**src/rtl/vend_pkg.sv**
```systemverilog
// Shared types and helpers for the multi-product vending controller.
package vend_pkg;

  typedef enum logic [1:0] {
    ST_IDLE   = 2'd0,
    ST_CREDIT = 2'd1,
    ST_VEND   = 2'd2,
    ST_CHANGE = 2'd3
  } state_e;

  typedef enum logic [1:0] {
    COIN_5  = 2'd0,
    COIN_10 = 2'd1,
    COIN_25 = 2'd2,
    COIN_50 = 2'd3
  } coin_e;

  localparam int unsigned COIN_VAL [4] = '{5, 10, 25, 50};

  // Widest price vector price_of accepts; callers zero-extend into it.
  localparam int unsigned PRICE_VEC_W = 256;

  function automatic int unsigned coin_val(input coin_e c);
    return COIN_VAL[c];
  endfunction

  // Extract the cw-bit price of product idx from a packed price vector.
  function automatic int unsigned price_of(input logic [PRICE_VEC_W-1:0] prices,
                                           input int unsigned idx,
                                           input int unsigned cw);
    int unsigned mask;
    mask = (32'd1 << cw) - 32'd1;
    return 32'(prices >> (idx * cw)) & mask;
  endfunction

endpackage

```
**src/rtl/vend_inact_timer.sv**
```systemverilog
// Inactivity counter: counts while enabled, restarts on clear, saturates at expiry.
module vend_inact_timer #(
  parameter int unsigned TIMEOUT_CYC = 1000
) (
  input  logic clk,
  input  logic rst_n,
  input  logic clr,
  input  logic en,
  output logic expired_c
);

  localparam int unsigned TW = $clog2(TIMEOUT_CYC + 1);

  logic [TW-1:0] cnt;

  always_ff @(posedge clk or negedge rst_n) begin
    if (!rst_n) begin
      cnt <= '0;
    end else if (clr || !en) begin
      cnt <= '0;
    end else if (!expired_c) begin
      cnt <= cnt + TW'(1);
    end
  end

  // Expiry is flagged during the last idle cycle so the refund lands TIMEOUT_CYC cycles later.
  assign expired_c = (cnt == TW'(TIMEOUT_CYC - 1));

endmodule

```
**src/rtl/vend_ctrl_multi.sv**
```systemverilog
// Multi-product coin vending controller with change/refund handshake.
// Optional inactivity auto-refund enabled by defining VEND_INACT_TIMEOUT_EN.
module vend_ctrl_multi
  import vend_pkg::*;
#(
  parameter int unsigned          CW          = 8,
  parameter int unsigned          N_PROD      = 4,
  parameter logic [N_PROD*CW-1:0] PRICES      = {8'd45, 8'd20, 8'd25, 8'd30},
  parameter int unsigned          TIMEOUT_CYC = 1000
) (
  input  logic                      clk,
  input  logic                      start_n,
  input  logic                      coin_valid,
  input  logic [1:0]                coin_type,
  input  logic [$clog2(N_PROD)-1:0] sel,
  input  logic                      buy,
  input  logic                      cancel,
  output logic [CW-1:0]             credit,
  output logic                      dispense,
  output logic [$clog2(N_PROD)-1:0] dispense_id,
  output logic                      coin_reject,
  output logic                      change_valid,
  output logic [CW-1:0]             change_amt,
  input  logic                      change_ready,
  output logic                      busy
);

  state_e        state;
  state_e        state_n;
  logic [CW-1:0] credit_n;
  logic [CW:0]   coin_sum;
  logic [CW-1:0] price;
  logic          reject_n;
  logic          buy_acc;
  logic          timeout_c;

`ifdef VEND_INACT_TIMEOUT_EN
  logic tmr_en;

  assign tmr_en = (state == ST_CREDIT) && (state_n == ST_CREDIT);

  vend_inact_timer #(
    .TIMEOUT_CYC (TIMEOUT_CYC)
  ) u_inact_timer (
    .clk       (clk),
    .rst_n     (start_n),
    .clr       (coin_valid && !coin_sum[CW]),
    .en        (tmr_en),
    .expired_c (timeout_c)
  );
`else
  assign timeout_c = 1'b0;
`endif

  // Next state / credit; cancel beats buy beats coin, a carry out of coin_sum means overflow.
  always_comb begin
    state_n  = state;
    credit_n = credit;
    reject_n = 1'b0;
    buy_acc  = 1'b0;
    coin_sum = {1'b0, credit} + (CW+1)'(coin_val(coin_e'(coin_type)));
    price    = CW'(price_of(PRICE_VEC_W'(PRICES), 32'(sel), CW));
    case (state)
      ST_IDLE, ST_CREDIT: begin
        if (cancel && (credit != '0)) begin
          state_n  = ST_CHANGE;
          reject_n = coin_valid;
        end else if (buy && (credit >= price)) begin
          state_n  = ST_VEND;
          credit_n = credit - price;
          buy_acc  = 1'b1;
          reject_n = coin_valid;
        end else if (coin_valid && !coin_sum[CW]) begin
          state_n  = ST_CREDIT;
          credit_n = coin_sum[CW-1:0];
        end else if (timeout_c && (state == ST_CREDIT)) begin
          state_n  = ST_CHANGE;
          reject_n = coin_valid;
        end else begin
          reject_n = coin_valid;
        end
      end
      ST_VEND: begin
        reject_n = coin_valid;
        state_n  = (credit != '0) ? ST_CHANGE : ST_IDLE;
      end
      ST_CHANGE: begin
        reject_n = coin_valid;
        if (change_valid && change_ready) begin
          credit_n = '0;
          state_n  = ST_IDLE;
        end
      end
      default: state_n = ST_IDLE;
    endcase
  end

  // All outputs are registered from the next-state decision.
  always_ff @(posedge clk or negedge start_n) begin
    if (!start_n) begin
      state        <= ST_IDLE;
      credit       <= '0;
      dispense     <= 1'b0;
      dispense_id  <= '0;
      coin_reject  <= 1'b0;
      change_valid <= 1'b0;
      change_amt   <= '0;
      busy         <= 1'b0;
    end else begin
      state        <= state_n;
      credit       <= credit_n;
      dispense     <= buy_acc;
      dispense_id  <= buy_acc ? sel : '0;
      coin_reject  <= reject_n;
      change_valid <= (state_n == ST_CHANGE);
      change_amt   <= (state_n == ST_CHANGE) ? credit_n : '0;
      busy         <= (state_n == ST_VEND) || (state_n == ST_CHANGE);
    end
  end

endmodule

```
**config.mk**
```make
export PLATFORM = sky130hd
export DESIGN_NAME = vend_ctrl_multi
export DESIGN_NICKNAME = d
export VERILOG_FILES = /design/src/rtl/vend_pkg.sv /design/src/rtl/vend_inact_timer.sv /design/src/rtl/vend_ctrl_multi.sv
export SDC_FILE = /design/constraint.sdc
export NUM_CORES = 1
export LEC_CHECK = 0
export ABC_AREA = 0
export ABC_CLOCK_PERIOD_IN_PS = 3000
export BUFFER_PORTS_ARGS = -buffer_cell sky130_fd_sc_hd__buf_2
export CAP_MARGIN = 40
export CORE_AREA = 2 2 79 81
export DETAILED_ROUTE_END_ITERATION = 8
export DIE_AREA = 0 0 81 83
export PLACE_DENSITY_LB_ADDON = 0.08
export SYNTH_ARGS = -nofsm -noshare
export SYNTH_HDL_FRONTEND = slang
export SYNTH_SLANG_ARGS = --single-unit
```
**constraint.sdc**
```tcl
create_clock -name clk -period 3 [get_ports clk]
set_clock_uncertainty 0.05 [all_clocks]
set_input_delay 0 -clock clk [delete_from_list [all_inputs] [get_ports clk]]
set_output_delay 0 -clock clk [all_outputs]
set_load 0.03 [all_outputs]
```
Word level (Yosys, flattened, before mapping)
Index checks and enable logic that the tools add are counted.
{"block": "word_totals", "romBits": 0, "latchBits": 0, "ff_bits": 24, "ramBits": 0, "word_cells": 52, "input_bits": 10, "mem_count": 0}
{"block": "op_classes", "bitwise": 1, "addsub": 2, "eq_ne": 5, "multipliers": 0, "n_shift": 1, "div": 0, "muxes": 23, "order_cmp": 2, "reduce_logical": 10}
{"operator": "32-bit binary-select mux with 2-bit select", "n": 1}
{"operator": "8-bit two-way mux", "n": 5}
{"operator": "30-bit by 5-bit right shift with 8-bit output (first input constant)", "n": 1}
{"operator": "9-bit two-way mux", "n": 2}
{"operator": "8-bit case mux with 2 select lines", "n": 1}
{"operator": "2-bit two-way mux", "n": 6}
{"operator": "8-bit by 9-bit adder with 9-bit output", "n": 1}
{"operator": "2-bit == test (second input constant)", "n": 4}
{"operator": "8-bit >= comparator", "n": 1}
{"operator": "8-bit nonzero test", "n": 1}
{"operator": "8-bit subtractor", "n": 1}
{"operator": "1-bit two-way mux", "n": 6}
{"operator": "2-bit case mux with 3 select lines", "n": 1}
{"operator": "1-bit logical AND", "n": 4}
{"operator": "2-bit OR reduction", "n": 2}
{"operator": "3-bit >= comparator (second input constant)", "n": 1}
{"operator": "2-bit inverter with 3-bit output", "n": 1}
{"operator": "2-bit by 1-bit == test with 1-bit output (second input constant)", "n": 1}
{"operator": "2-bit zero test", "n": 1}
{"operator": "1-bit case mux with 2 select lines", "n": 1}
{"operator": "1-bit zero test", "n": 1}
{"operator": "1-bit logical OR", "n": 1}

Longest topological paths before layout
Gate-level depths: netlist (run 1).
{"block": "depth", "ltp_word": 13, "ltp_mapped": 11, "depth_no_buf": 10}

Worst setup path before layout (run 1)
OpenSTA, ideal clock, no wires.
{"block": "synth_path", "kind": "flip-flop to flip-flop", "startpoint": "reg credit[0]", "endpoint": "reg credit[0]", "required_time_ns": 2.885, "stages_incl_launch_ff": 11, "n_path_buf": 1, "arrival_ns": 2.673, "setup_slack_ns": 0.211, "path_cell_list": "dfrtp_1 -> inv_1 -> ha_1 -> inv_1 -> fa_1 -> a21o_1 -> o21a_1 -> o41a_1 -> buf_2 -> a2111oi_0 -> a211o_1"}
{"block": "synth_via", "elab_chain_cells": 7, "elab_cells_between_ends": 13, "classes_between": "add/sub: 2; order compare: 1; mux: 5; reduce/logical: 5"}
{"item": "from (decl)", "line": "vend_ctrl_multi.sv:18", "text": "output logic [CW-1:0] credit,"}
{"item": "from (signal assigned)", "line": "vend_ctrl_multi.sv:111", "text": "credit <= credit_n;"}
{"item": "8-bit by 9-bit adder with 9-bit output", "line": "vend_ctrl_multi.sv:61", "text": "coin_sum = {1'b0, credit} + (CW+1)'(coin_val(coin_e'(coin_type)));"}
{"item": "1-bit zero test", "line": "vend_ctrl_multi.sv:73", "text": "end else if (coin_valid && !coin_sum[CW]) begin"}
{"item": "1-bit logical AND", "line": "vend_ctrl_multi.sv:73"}
{"item": "8-bit two-way mux", "line": "vend_ctrl_multi.sv:73"}
{"item": "8-bit two-way mux", "line": "vend_ctrl_multi.sv:68", "text": "end else if (buy && (credit >= price)) begin"}
{"item": "8-bit two-way mux", "line": "vend_ctrl_multi.sv:65", "text": "if (cancel && (credit != '0)) begin"}
{"item": "8-bit case mux with 2 select lines *", "line": "vend_ctrl_multi.sv:63", "text": "case (state)"}
{"item": "via credit_n[0]", "line": "vend_ctrl_multi.sv:30", "text": "logic [CW-1:0] credit_n;"}
Mark *: on every way through the listed nets, which the timed path passes. The rest lies on a longest branch.

Final worst setup path (run 1)
{"block": "layout_path", "startpoint": "in sel[1]", "endpoint": "reg credit[7]"}
{"block": "layout_via", "elab_chain_cells": 6, "elab_cells_between_ends": 7, "classes_between": "add/sub: 1; order compare: 1; shift: 1; mux: 3; reduce/logical: 1"}
{"item": "from (decl)", "line": "vend_ctrl_multi.sv:15", "text": "input logic [$clog2(N_PROD)-1:0] sel,"}
{"item": "30-bit by 5-bit right shift with 8-bit output *", "line": "vend_pkg.sv:33", "text": "return 32'(prices >> (idx * cw)) & mask;"}
{"item": "8-bit >= comparator", "line": "vend_ctrl_multi.sv:68"}
{"item": "1-bit logical AND", "line": "vend_ctrl_multi.sv:68"}
{"item": "8-bit two-way mux *", "line": "vend_ctrl_multi.sv:68"}
{"item": "8-bit two-way mux *", "line": "vend_ctrl_multi.sv:65"}
{"item": "8-bit case mux with 2 select lines *", "line": "vend_ctrl_multi.sv:63"}
{"item": "via credit_n[7]", "line": "vend_ctrl_multi.sv:30"}
Marks and branches as above.

==> results of run 1 <==
-- power by group --
part	switching [µW]	internal (µW)
clock	108	117
combinational	886	548
sequential	138	435
-- repair_timing --
action                                 CTS  global route
setup endpoints to repair                0             4
endpoints found under the hold margin   25             0
resized for setup                        0             1
hold buffers                             2             0
-- worst min-delay path by stage --
| stage | start | to | slack (ns) | depth (start not counted) |
|---|---|---|---|---|
| final | sel[0] | dispense_id[0] | 0.007 | 2 |
| after global routing | sel[0] | dispense_id[0] | 0.01 | 2 |
| after CTS | sel[0] | dispense_id[0] | 0.002 | 2 |
| after detailed placement | start_n | change_amt[4] | -0.02 | 1 |
| after global placement | start_n | dispense | -0.02 | 1 |
| after floorplan | start_n | busy | -0.35 | 0 |
-- critical path: cells and delay by family --
kind,cells,cell delay (ns)
adders and majority gates,1,0.44
buffers and inverters,3,0.91
and+or+nand+nor,2,0.50
AOI/OAI and AO/OA,5,1.09
-- cells in the mapped netlist, types with 4 or more instances --
cell      count
nand3_1       4
a21o_1        6
nand2_1      10
a31oi_1       6
and3_1        6
inv_1        12
nor2b_1       8
nor2_1       17
a21oi_1      11
o21ai_0      11
o211ai_1      5
ha_1         14
dfrtp_1      24
-- metal layers --
layer	vias to the layer above	global-route usage (%)	part of all wire, %
met4	0	6.63	2.6
met1	778	21.3	49
li1	793	-	-
met5	-	0	0
met2	43	24.6	44
met3	10	1.63	4.0
-- cell type report --
cell class	count	area (µm²)	area share, %
clock buffers	4	55.1	2.56
inverters	12	45.0	2.09
multi-input cells	152	1130	52.5
flip-flops and latches	24	601	27.9
well taps	75	93.8	4.36
repair buffers	40	228	10.6
-- layout by cell type (no fill, tap or decap), types with 4 or more instances in the layout --
cell,n
a21o_1,6
a21oi_1,11
a31oi_1,6
and3_1,6
buf_2,31
buf_4,7
clkbuf_8,4
dfrtp_1,24
ha_1,14
inv_1,12
nand2_1,10
nand3_1,4
nor2_1,17
nor2b_1,8
o211ai_1,5
o21ai_0,11
-- registers in the layout, indices dropped and copies added, names as in the netlist --
name,count
state,2
change_amt,8
dispense_id,2
credit,8
change_valid,1
busy,1
dispense,1
coin_reject,1
-- cells by family (layout without fill, tap and decap cells) --
logic type,Yosys count,count (layout),share of synthesized area (%)
AND/OR/NAND/NOR,59,59,18.0
XOR/XNOR,6,6,2.91
adder cells (fa/ha/maj),16,16,11.9
flip-flops,24,24,33.3
AO/OA/AOI/OAI,71,71,29.5
buffers and inverters,18,56,4.37
-- stage by stage --
stage,instances,total power (µW)
2_1_floorplan,194,1580
3_3_place_gp,301,2030
3_5_place_dp,301,2010
4_1_cts,307,2240
5_1_grt,307,2410
6_report,307,2230
==> flow_summary.ini, run 1 <==
[run_status]
status = complete, no violations

[routing]
drt_wl_total_um = 5070
antenna_left = 0
drc = 0
vias = 1624
drtIter0Drc = 124
wl_per_cell_um = 16.5
vias_per_cell = 5.29
first_pass_iters = 4

[clock_tree]
cts_made_buffers = 3
postCtsSetupBuffers = 0
cts_root_buffer = clkbuf_8
cts_buffer_depth = 2
h-tree-depth = 1
cts_tree = built
cts_sinks = 24
cts.clk_slew.worst_paths_ns = 0.08
clk_latency_ns = 0.27

[critical_path]
reg2reg_depth = 11
cp-start-kind = input port
slowest_stage = dlygate4sd3_1
required_ns = 3.11
crit_path_end = credit[7]
crit_type = in2reg
r2r-start = credit[0]
startpoint = sel[1]
r2r-end = credit[7]
slowest_delay_ns = 0.54
cp.arrival_ns = 2.94
cp-end-kind = register
reg2reg_slack_ns = 0.19
path_cells = dlygate4sd3_1 -> buf_2 -> or2_2 -> fa_1 -> a21o_1 -> o21a_1 -> o41a_1 -> buf_4 -> a31oi_1 -> and3_1 -> o21bai_2
cp_max_fo = 7

[floorplan]
core-area_um2 = 5820
ios = 32
die_area_um2 = 6720
fp.dieW_um = 81
row_count = 28
start_util_pct = 31.0
die_h_um = 83

[placement]
portBuffers = 31
postPlaceCellArea_um2 = 2070
dp_worst_setup_slack_ns = 0.147
hpwl_um = 3930
gp_congestion = 0.767

[global_routing]
overflow = 0
grtUsageTotal_pct = 15.6
grt_pass1_wl_um = 8080
antenna_found_initial = 0
grt_max_degree = 25
grt_pass1_vias = 1611

[logic_synthesis]
syn_area_um2 = 1810
yosys-top-cells-area = dfrtp_1, ha_1, nor2_1
synthesis.nets = 220
postSynthAreaPerCell_um2 = 9.31
yosysWarnings = 0
netlist_instances = 194
synthFlopType = dfrtp_1
ys_ff_latch = 24
ys_types = 49
ys_seq_area_share_pct = 33.3
synth-async-reset-ratio_pct = 100
synth-edff-count = 0
netlist.area_leader.share_pct = 33.3
synth_top_area_cell = dfrtp_1

[timing]
finalSetupViolCount = 0
tns_ns = 0
min_period_over_period_pct = 94.2
slew_headroom_pct = 57.7
setup_ws_ns = 0.173
worst_pin_slew_ns = 0.633
grt_setup_unrepaired = false
hold_viol_final = 0
fin_crit_ns = 2.83
report.final.slew_viol_count = 0
holdWs_ns = 0.00665
max_freq_mhz = 354

[layout]
nets = 259
design_area_um2 = 2150
antenna_cells = 0
final_util_pct = 37.0
syn2layout_area_growth_pct = 19.3
drive_gt1_share_pct = 23.3
nFillCells = 626

[hold_path]
hp-class = in2reg

[pwr]
power_density_nw_per_um2 = 1040
ir_worst_vdd_uv = 344
p_leak_uw = 0.00106

[job]
maxCapViolCount = 0
Power figures use the tool's default switching activity.
==> inputs of run 2 (changes only) <==
--- a/config.mk
+++ b/config.mk
@@ -7,11 +7,11 @@
 export LEC_CHECK = 0
 export ABC_AREA = 0
 export ABC_CLOCK_PERIOD_IN_PS = 3000
-export BUFFER_PORTS_ARGS = -buffer_cell sky130_fd_sc_hd__buf_2
 export CAP_MARGIN = 40
 export CORE_AREA = 2 2 79 81
 export DETAILED_ROUTE_END_ITERATION = 8
 export DIE_AREA = 0 0 81 83
+export DONT_BUFFER_PORTS = 1
 export PLACE_DENSITY_LB_ADDON = 0.08
 export SYNTH_ARGS = -nofsm -noshare
 export SYNTH_HDL_FRONTEND = slang
==> flow_summary.ini, run 2 (synthesis gave the netlist of run 1 again) <==
[timing]
worst_pin_slew_ns = 0.763
min_period_over_period_pct = 96.2
setup_ws_ns = 0.114
grt_setup_unrepaired = true
finalSetupViolCount = 0
slew_headroom_pct = 49.1
fin_crit_ns = 2.89
tns_ns = 0
report.final.slew_viol_count = 0
max_freq_mhz = 346
hold_viol_final = 0

[critical_path]
reg2reg_depth = 10
r2r-start = credit[0]
path_depth = 10
cpMostUsedCell = inv_1
cp_max_fo = 12
reg2reg_slack_ns = 0.11
cp-start-kind = register
required_ns = 3.11
slowest_delay_ns = 0.58
critPathBufInv = 2
crit_path_end = credit[0]
startpoint = credit[0]
r2r-end = credit[0]
crit_family = compound AO/OA/AOI/OAI gates
slowest_stage = o41a_1
path_cells = inv_1 -> ha_1 -> inv_1 -> fa_1 -> a21o_1 -> o21a_1 -> o41a_1 -> nor3b_1 -> a2111oi_1 -> a211o_1
cp-end-kind = register
cp.arrival_ns = 3.00
crit_type = reg2reg

[floorplan]
die_area_um2 = 6720
row_count = 28
fp.dieW_um = 81
core-area_um2 = 5820
ios = 32
start_util_pct = 31.0
die_h_um = 83

[routing]
vias_per_cell = 5.46
antenna_left = 0
vias = 1552
wl_per_cell_um = 18.5
drtIter0Drc = 88
drt_wl_total_um = 5260
first_pass_iters = 4
drc = 0

[global_routing]
antenna_found_initial = 0
grt_pass1_wl_um = 8280
grt_pass1_vias = 1533
overflow = 0
grt_max_degree = 25
grtUsageTotal_pct = 16.2

[hold_path]
hp-class = in2reg
whs_path_depth = 3

[layout]
drive_gt1_share_pct = 12.9
layout_common_cells = dfrtp_1, nor2_1, ha_1
nFillCells = 639
seq_area_um2 = 601
largest_registers = change_amt (8), credit (8)
multi_input_area_um2 = 1130
antenna_cells = 0
nets = 236
final_common_cell = dfrtp_1
syn2layout_area_growth_pct = 15.3

[placement]
portBuffers = 0
dp_worst_setup_slack_ns = 0.0971
gp_congestion = 0.786
hpwl_um = 4020

[clock_tree]
h-tree-depth = 1
cts_root_buffer = clkbuf_8
cts_made_buffers = 3
cts_tree = built
clk_latency_ns = 0.27
cts_buffer_depth = 2
cts_sinks = 24
cts.clk_slew.worst_paths_ns = 0.09
postCtsSetupBuffers = 0

[pwr]
ir_worst_vdd_uv = 317
p_leak_uw = 0.000958
power_density_nw_per_um2 = 1050

[run_status]
status = complete, no violations

[job]
maxCapViolCount = 0
==> run 2: changes by cell type in the layout (fill, tap and decap cells not counted), sizes merged <==
| cell | before | now |
|---|---|---|
| buf | 38 | 11 |
| dlygate4sd3 | 2 | 6 |
==> run 2: worst min-delay path by stage <==
stage | from | to | slack, ns
floorplan | start_n | busy | -0.35
CTS | cancel | credit[6] | 0.02
global route | cancel | credit[6] | 0.04
global placement | start_n | change_amt[2] | -0.34
detailed placement | start_n | change_amt[4] | -0.34
finish | cancel | credit[6] | 0.03
==> run 2: power breakdown <==
part | switching, µW | internal, µW | total [µW]
clock | 109 | 117 | 227
combinational | 752 | 511 | 1260
sequential | 266 | 435 | 701
total | 1130 | 1060 | 2190
==> run 2: repair_timing <==
item	4_1_cts	5_1_grt
gates resized for setup	0	2
setup endpoints to repair	0	5
hold buffers	7	0
endpoints found under the hold margin	30	0
==> run 2: final cells by class <==
class | instances | share of cell area, %
Multi-Input combinational cell | 152 | 54.4
Sequential cell | 24 | 28.8
Timing Repair Buffer | 17 | 7.45
Tap cell | 75 | 4.51
Clock buffer | 4 | 2.64
Inverter | 12 | 2.16
==> run 2: stage by stage <==
step / instance area, µm² / hold WS, ns / total power, µW / instances / utilization [%]
detailed placement: 1940 / -0.345 / 1940 / 273 / 33.4
floorplan: 1810 / -0.346 / 1580 / 194 / -
global route: 2080 / 0.0371 / 2360 / 284 / 35.8
CTS: 2080 / 0.0161 / 2200 / 284 / 35.7
finish: 2080 / 0.0262 / 2190 / 284 / 35.8
global placement: 1940 / -0.345 / 1930 / 273 / 33.4
==> run 2: worst reg2reg max path: cells and delay by family (launching register included) <==
family / cells / cell delay [ns]
AO/OA/AOI/OAI: 5 / 1.34
adder cells (fa/ha/maj): 2 / 0.57
flip-flops: 1 / 0.38
buffers and inverters: 2 / 0.16
AND/OR/NAND/NOR: 1 / 0.28
==> run 2: layer usage <==
layer / track usage, % / vias up / routed length (µm)
met3: 1.41 / 2 / 212
li1: - / 749 / -
met2: 26.4 / 34 / 2500
met5: 0 / - / 0
met1: 22.4 / 767 / 2500
met4: 4.62 / 0 / 36
